**src/rtl/gtc_pkg.sv**
```systemverilog
// gtc_pkg: shared state encoding, settle-counter width and 2-input truth tables for gate_truth_checker
package gtc_pkg;
    typedef enum logic [2:0] {IDLE, APPLY, WAIT, SAMPLE, DONE} state_t;
    localparam int SETTLE_W = 4;
    localparam logic [3:0] TT_NOR  = 4'b0001;
    localparam logic [3:0] TT_NAND = 4'b0111;
    localparam logic [3:0] TT_AND  = 4'b1000;
    localparam logic [3:0] TT_OR   = 4'b1110;
    localparam logic [3:0] TT_XOR  = 4'b0110;
endpackage

```
**src/rtl/gtc_settle_timer.sv**
```systemverilog
// gtc_settle_timer: loadable down-counter that flags the last settle cycle of the WAIT state
import gtc_pkg::*;

module gtc_settle_timer (
    input  logic                clk,
    input  logic                rst_n,
    input  logic                load,
    input  logic                en,
    input  logic [SETTLE_W-1:0] load_val,
    output logic                expired
);
    logic [SETTLE_W-1:0] cnt;

    // load on entry to WAIT, then count down once per WAIT cycle
    always_ff @(posedge clk or negedge rst_n) begin
        if (!rst_n) cnt <= '0;
        else if (load) cnt <= load_val;
        else if (en && cnt != '0) cnt <= cnt - 1'b1;
    end

    assign expired = cnt <= SETTLE_W'(1);
endmodule

```
**config.mk**
```make
export PLATFORM = sky130hd
export DESIGN_NAME = gtc_settle_timer
export DESIGN_NICKNAME = d
export VERILOG_FILES = /design/src/rtl/gtc_pkg.sv /design/src/rtl/gtc_settle_timer.sv
export SDC_FILE = /design/constraint.sdc
export NUM_CORES = 1
export LEC_CHECK = 0
export BUFFER_PORTS_ARGS = -buffer_cell sky130_fd_sc_hd__buf_4
export CORE_AREA = 5 5 42 44
export CTS_BUF_LIST = sky130_fd_sc_hd__clkbuf_2
export DETAILED_ROUTE_END_ITERATION = 10
export DIE_AREA = 0 0 47 49
export HOLD_SLACK_MARGIN = 0.02
export SYNTH_ARGS = -nofsm -noshare
export SYNTH_HDL_FRONTEND = slang
export SYNTH_SLANG_ARGS = --single-unit
```
**constraint.sdc**
```tcl
create_clock -name clk -period 1.65 [get_ports clk]
set_input_delay 0.0825 -clock clk [delete_from_list [all_inputs] [get_ports clk]]
set_output_delay 0.0825 -clock clk [all_outputs]
set_load 0.01 [all_outputs]
```
==> results of run 1 <==
-- cell usage after synthesis --
master,number
a211o_1,1
or3b_4,1
inv_1,3
dfrtp_1,4
o21ai_1,1
mux2i_1,1
ha_1,3
nor4b_1,1
nor2b_1,2
o311ai_0,2
nor2_1,1
a31o_1,1
buf_4,1
a21oi_1,3
nor3b_1,1
nor3_1,2
nand2_1,5
-- cells in the final DEF, fill, tap and decap left out --
cell type | netlist | layout
ha_1 | 3 | 3
nor2_1 | 1 | 1
inv_1 | 3 | 3
dlygate4sd3_1 | 0 | 1
o311ai_0 | 2 | 2
nor3b_1 | 1 | 1
dfrtp_1 | 4 | 4
a31o_1 | 1 | 1
nand2_1 | 5 | 5
buf_4 | 1 | 9
nor4b_1 | 1 | 1
clkbuf_2 | 0 | 3
a21oi_1 | 3 | 3
mux2i_1 | 1 | 1
o21ai_1 | 1 | 1
a211o_1 | 1 | 1
nor2b_1 | 2 | 2
or3b_4 | 1 | 1
nor3_1 | 2 | 2
-- cells by family after synthesis --
logic type	Yosys count	share of synthesized area, %
flops	4	34.0
buf+inv	4	6.38
compound gates	8	18.7
fa+ha+maj	3	12.8
mux	1	3.40
simple gates	13	24.7
-- power breakdown --
group          leakage, nW  total, mW  switching, mW  internal [mW]
registers           0.0474      0.123         0.0119          0.111
clock network       0.0125     0.0855         0.0366         0.0489
logic                0.128     0.0909         0.0434         0.0476
total                0.188      0.299         0.0919          0.207
-- layout make-up --
type,instances,area share [%]
clock buffer,3,3.76
inverter,3,2.82
tap,16,5.02
timing repair buffer,10,19.4
sequential,4,25.1
multi-input combinational,25,43.9
-- routing by layer --
metal,global-route usage [%],vias up,wire length [um]
li1,-,141,-
met1,8.00,121,318
met2,9.05,4,296
met3,2.21,0,38
met4,4.15,0,0
met5,0,-,0
-- through the flow --
step | power (mW) | setup slack (ps) | hold slack, ps
2_1_floorplan | 0.176 | 219 | -213
3_3_place_gp | 0.213 | 146 | -119
3_5_place_dp | 0.214 | 125 | -120
4_1_cts | 0.307 | 109 | 124
5_1_grt | 0.326 | 0.253 | 130
6_report | 0.299 | 113 | 132
-- worst max-delay path: cells and delay by family, from the launching register on --
family	cells	cell delay, ps
AOI/OAI and AO/OA	1	140
adders and majority gates	1	180
buffers and inverters	1	100
DFF	1	390
muxes	1	160
and+or+nand+nor	1	400
-- worst max-delay path by stage --
stage / to / slack, ps / cells after the start
after global routing: cnt[1] / 0.3 / 5
final: cnt[0] / 110 / 5
after global placement: cnt[0] / 150 / 5
after CTS: cnt[1] / 110 / 5
after floorplan: cnt[0] / 220 / 5
after detailed placement: cnt[1] / 130 / 5
==> out/metrics.yaml, run 1 <==
n_fill_cell: 160
multi_input_comb_area_sq_um: 175
worstHoldEndpoint: "cnt[1]"
cts_tree: "done"
cts.htree.levels: 1
clkLatencyLatePin_ps: 200
fin_skew_ps: 7.69
diodes: 0
largest_register_ffs: 4
hp-start: "load_val[1]"
leakage_nw: 0.188
dieHeight_um: 49
yosysTopAreaCellShare_pct: 34.0
syn2layout_area_growth_pct: 35.7
dieArea_sq_mm: 0.00230
worst_slew_pin_slew_ps: 410
ys_types: 17
worstPathRequired_ps: 1700
root_buffer: "clkbuf_2"
hold_buffers: 1
ant_nets: 0
worst-path-max-fanout: 3
slowest_stage: "or3b_4"
cap_viol_max_count: 0
reg2reg_slack_ps: 110
synth_area_sq_um: 294
yosysSeqAreaShare_pct: 34.0
drt_iter0_drc: 3
grt_pass1_wl_um: 1070
status: "finished clean"
synthTopCellsByArea: "dfrtp_1 (34%), ha_1 (13%), nand2_1 (6.4%)"
cts.sinks: 4
vias_per_cell: 4.36
grt_overflow: 0
antenna_found_initial: 0
fin_nets: 58
hold_depth: 3
slew_headroom_pct: 72.3
place_area_sq_um: 374
portBuffers: 8
setup_viol: 0
fin_crit_ps: 1540
dp_hpwl_um: 532
r2r-start: "cnt[1]"
synth_nets: 44
tns_ps: 0
crit_path_max_incr_delay_ps: 400
die_w_um: 47
r2r-end: "cnt[0]"
final_cells: 61
synth_area_per_cell_sq_um: 8.91
reg.largest.list: "cnt x4"
min_period_over_period_pct: 93.2
finalHoldViolations: 0
drive_gt1_share_pct: 28.9
final_max_slew_viol_count: 0
ir_worst_vdd_uv: 367
rsz0062_at_grt: "no"
cp-startpoint: "cnt[1]"
p_per_area_mw_per_mm2: 750
grt_start_max_net_pins: 12
startpoint_type: "register"
firstDrtPassIters: 2
utilization_pct: 28.5
largest-register: "cnt"
wl_per_cell_um: 10.7
ff_latch_area_sq_um: 100
grt_pass1_vias: 279
end_kind: "register"
placedCellCount: 57
final_cell_area_sq_um: 399
cts_setup_buffers: 0
cts_resized: 0
hp-class: "in2reg"
max_freq_mhz: 651
drc: 0
synth_top_area_cell: "dfrtp_1"
cp_cell_sequence: "inv_1 -> ha_1 -> or3b_4 -> mux2i_1 -> o311ai_0"
clkTransAtPathRegs_ps: 50
grt.total_usage_pct: 6.43
syn_inst: 33
wirelength_um: 653
worstSetupPathType: "reg2reg"
vias: 266
num_rows: 14
cts_made_buffers: 3
rr_worst_depth: 5
synth.ff_latch_count: 4
coreArea_sq_mm: 0.00140
io_pins: 9
initial_utilization_pct: 21.0
cts_max_path_buffers: 2
routabilityCongestion: 0.784
cp.arrival_ps: 1580
yosysWarnings: 0
Power figures use the tool's default switching activity.
==> inputs of run 2 (changes only) <==
==> constraint.sdc (replaced) <==
create_clock -name clk -period 1.89 [get_ports clk]
set_input_delay 0.0945 -clock clk [delete_from_list [all_inputs] [get_ports clk]]
set_output_delay 0.0945 -clock clk [all_outputs]
set_load 0.01 [all_outputs]
==> run 2 against run 1 <==
Combinational power is 20% lower; cell count fell by 1.6%; die area unchanged; sequential share of layout area increased by 0.48 points; non-clock buffer count is 1 lower; fmax fell by 1.8%; final area decreased by 1.9%; power fell by 14%.
==> out/metrics.yaml, run 2 (same netlist as run 1, synthesis figures left out) <==
hp-class: "in2reg"  # unchanged
wirelength_um: 615  # was 653 um
syn2layout_area_growth_pct: 33.2  # was 35.7%
worst_slew_pin_slew_ps: 450  # was 410 ps
portBuffers: 8  # unchanged
mostFrequentLayoutCells: "buf_4 (8), nand2_1 (5), dfrtp_1 (4)"  # was buf_4 (9), nand2_1 (5), dfrtp_1 (4)
grt_pass1_wl_um: 1070  # unchanged
power_switching_share_pct: 30.8  # was 30.7%
reg.largest.list: "cnt x4"  # unchanged
cts.htree.levels: 1  # unchanged
fin_skew_ps: 4.90  # was 7.69 ps
grt_start_max_net_pins: 12  # unchanged
cp_cell_sequence: "inv_1 -> ha_1 -> or3b_4 -> mux2i_1 -> o311ai_0"  # unchanged
rsz0062_at_grt: "no"  # unchanged
leakage_nw: 0.183  # was 0.188 nW
slowest_stage: "dfrtp_1"  # was or3b_4
drt_iter0_drc: 2  # was 3
p_int_mw: 0.178  # was 0.207 mW
startpoint_type: "register"  # unchanged
initial_utilization_pct: 21.0  # unchanged
seq_power_share_pct: 42.2  # was 41.1%
worstSetupPathType: "reg2reg"  # unchanged
root_buffer: "clkbuf_2"  # unchanged
cp.arrival_ps: 1610  # was 1580 ps
met2_length_um: 301  # was 296 um
placedCellCount: 56  # was 57
place_area_sq_um: 367  # was 374 sq um
final_cell_area_sq_um: 392  # was 399 sq um
ant_nets: 0  # unchanged
grt.total_usage_pct: 6.86  # was 6.43%
combinationalPowerShare_pct: 28.2  # was 30.4%
p_clk_share_pct: 29.6  # was 28.6%
min_period_over_period_pct: 82.8  # was 93.2%
utilization_pct: 27.9  # was 28.5%
worstPathRequired_ps: 1940  # was 1700 ps
rr_worst_depth: 5  # unchanged
fin_nets: 57  # was 58
p_sw_mw: 0.0793  # was 0.0919 mW
antenna_found_initial: 0  # unchanged
p_per_area_mw_per_mm2: 657  # was 750 mW/mm^2
max_freq_mhz: 639  # was 651 MHz
largest_register_ffs: 4  # unchanged
firstDrtPassIters: 4  # was 2
clkLatencyLatePin_ps: 200  # about the same
slew_headroom_pct: 69.6  # was 72.3%
diodes: 0  # unchanged
finalHoldViolations: 0  # unchanged
drive_gt1_share_pct: 27.3  # was 28.9%
routabilityCongestion: 0.674  # was 0.784
cap_viol_max_count: 0  # unchanged
worst-path-max-fanout: 5  # was 3
tns_ps: 0  # unchanged
status: "finished clean"  # unchanged
fin_crit_ps: 1570  # was 1540 ps
end_kind: "register"  # unchanged
cts_max_path_buffers: 2  # unchanged
met1_length_um: 270  # was 318 um
ir_worst_vdd_uv: 354  # was 367 uV
vias_per_cell: 4.38  # was 4.36
cp.depth: 5  # unchanged
grt_overflow: 0  # unchanged
cts_resized: 0  # unchanged
cts_made_buffers: 3  # unchanged
crit_family: "flip-flops"  # was simple AND/OR/NAND/NOR gates
crit_buf_inv: 1  # unchanged
grt_pass1_vias: 255  # was 279
final_max_slew_viol_count: 0  # unchanged
hold_depth: 3  # unchanged
top_layer: "met4"  # was met3
wl_per_cell_um: 10.3  # was 10.7 um
cts_tree: "done"  # unchanged
largest-register: "cnt"  # unchanged
io_pins: 9  # unchanged
drc: 0  # unchanged
routed-wl-met3_um: 34  # was 38 um
hold_buffers: 1  # unchanged
final_cells: 60  # was 61
dieArea_sq_mm: 0.00230  # unchanged
die_w_um: 47  # unchanged
dieHeight_um: 49  # unchanged
vias: 263  # was 266
crit_path_max_incr_delay_ps: 410  # was 400 ps
dp_hpwl_um: 516  # was 532 um
clkTransAtPathRegs_ps: 40  # was 50 ps
cts.sinks: 4  # unchanged
layout_commonest_cell: "buf_4"  # unchanged
coreArea_sq_mm: 0.00140  # unchanged
cts_setup_buffers: 0  # unchanged
setup_viol: 0  # unchanged
num_rows: 14  # unchanged
## run 2: changes by cell type in the layout (fill, tap and decap cells not counted), sizes merged
cell	change
buf	-1
## run 2: final timing paths
path,start,endpoint,slack (ps)
worst min-delay path,load_val[1],cnt[1],120
min in group asynchronous,rst_n,cnt[3],210
max in group asynchronous,rst_n,cnt[1],1570
worst min register to register,cnt[1],cnt[1],580
worst max register to register,cnt[0],cnt[0],320
worst max-delay path,cnt[0],cnt[0],320
## run 2: through the flow
step           worst slack (ps)  hold slack [ps]  power, mW
2_1_floorplan               459             -201      0.154
3_3_place_gp                352             -108      0.181
3_5_place_dp                310             -109      0.183
4_1_cts                     306              119      0.266
5_1_grt                     165              110      0.289
6_report                    325              125      0.257
## run 2: tightest hold or removal path, cell delays in order
cell and delay [ps]:
buf_4 80, nand2_1 40, o21ai_1 70
## run 2: routing by layer
metal | vias to the layer above | GRT usage, %
met5 | - | 0
met4 | 0 | 5.53
met3 | 2 | 3.32
met2 | 6 | 8.82
met1 | 115 | 8.26
li1 | 140 | -
## run 2: layout make-up
type	instances	area, sq um
Multi-Input combinational cell	25	175
Timing Repair Buffer	9	70.1
Inverter	3	11.3
Clock buffer	3	15.0
Fill cell	171	1010
Sequential cell	4	100
Tap cell	16	20.0
## run 2: power groups by stage
stage               combinational, mW  sequential, mW  clock (mW)
CTS                            0.0742           0.109      0.0824
global route                   0.0845           0.111      0.0932
detailed placement             0.0725           0.110           0
floorplan                      0.0470           0.107           0
finish                         0.0726           0.109      0.0761
global placement               0.0717           0.109           0
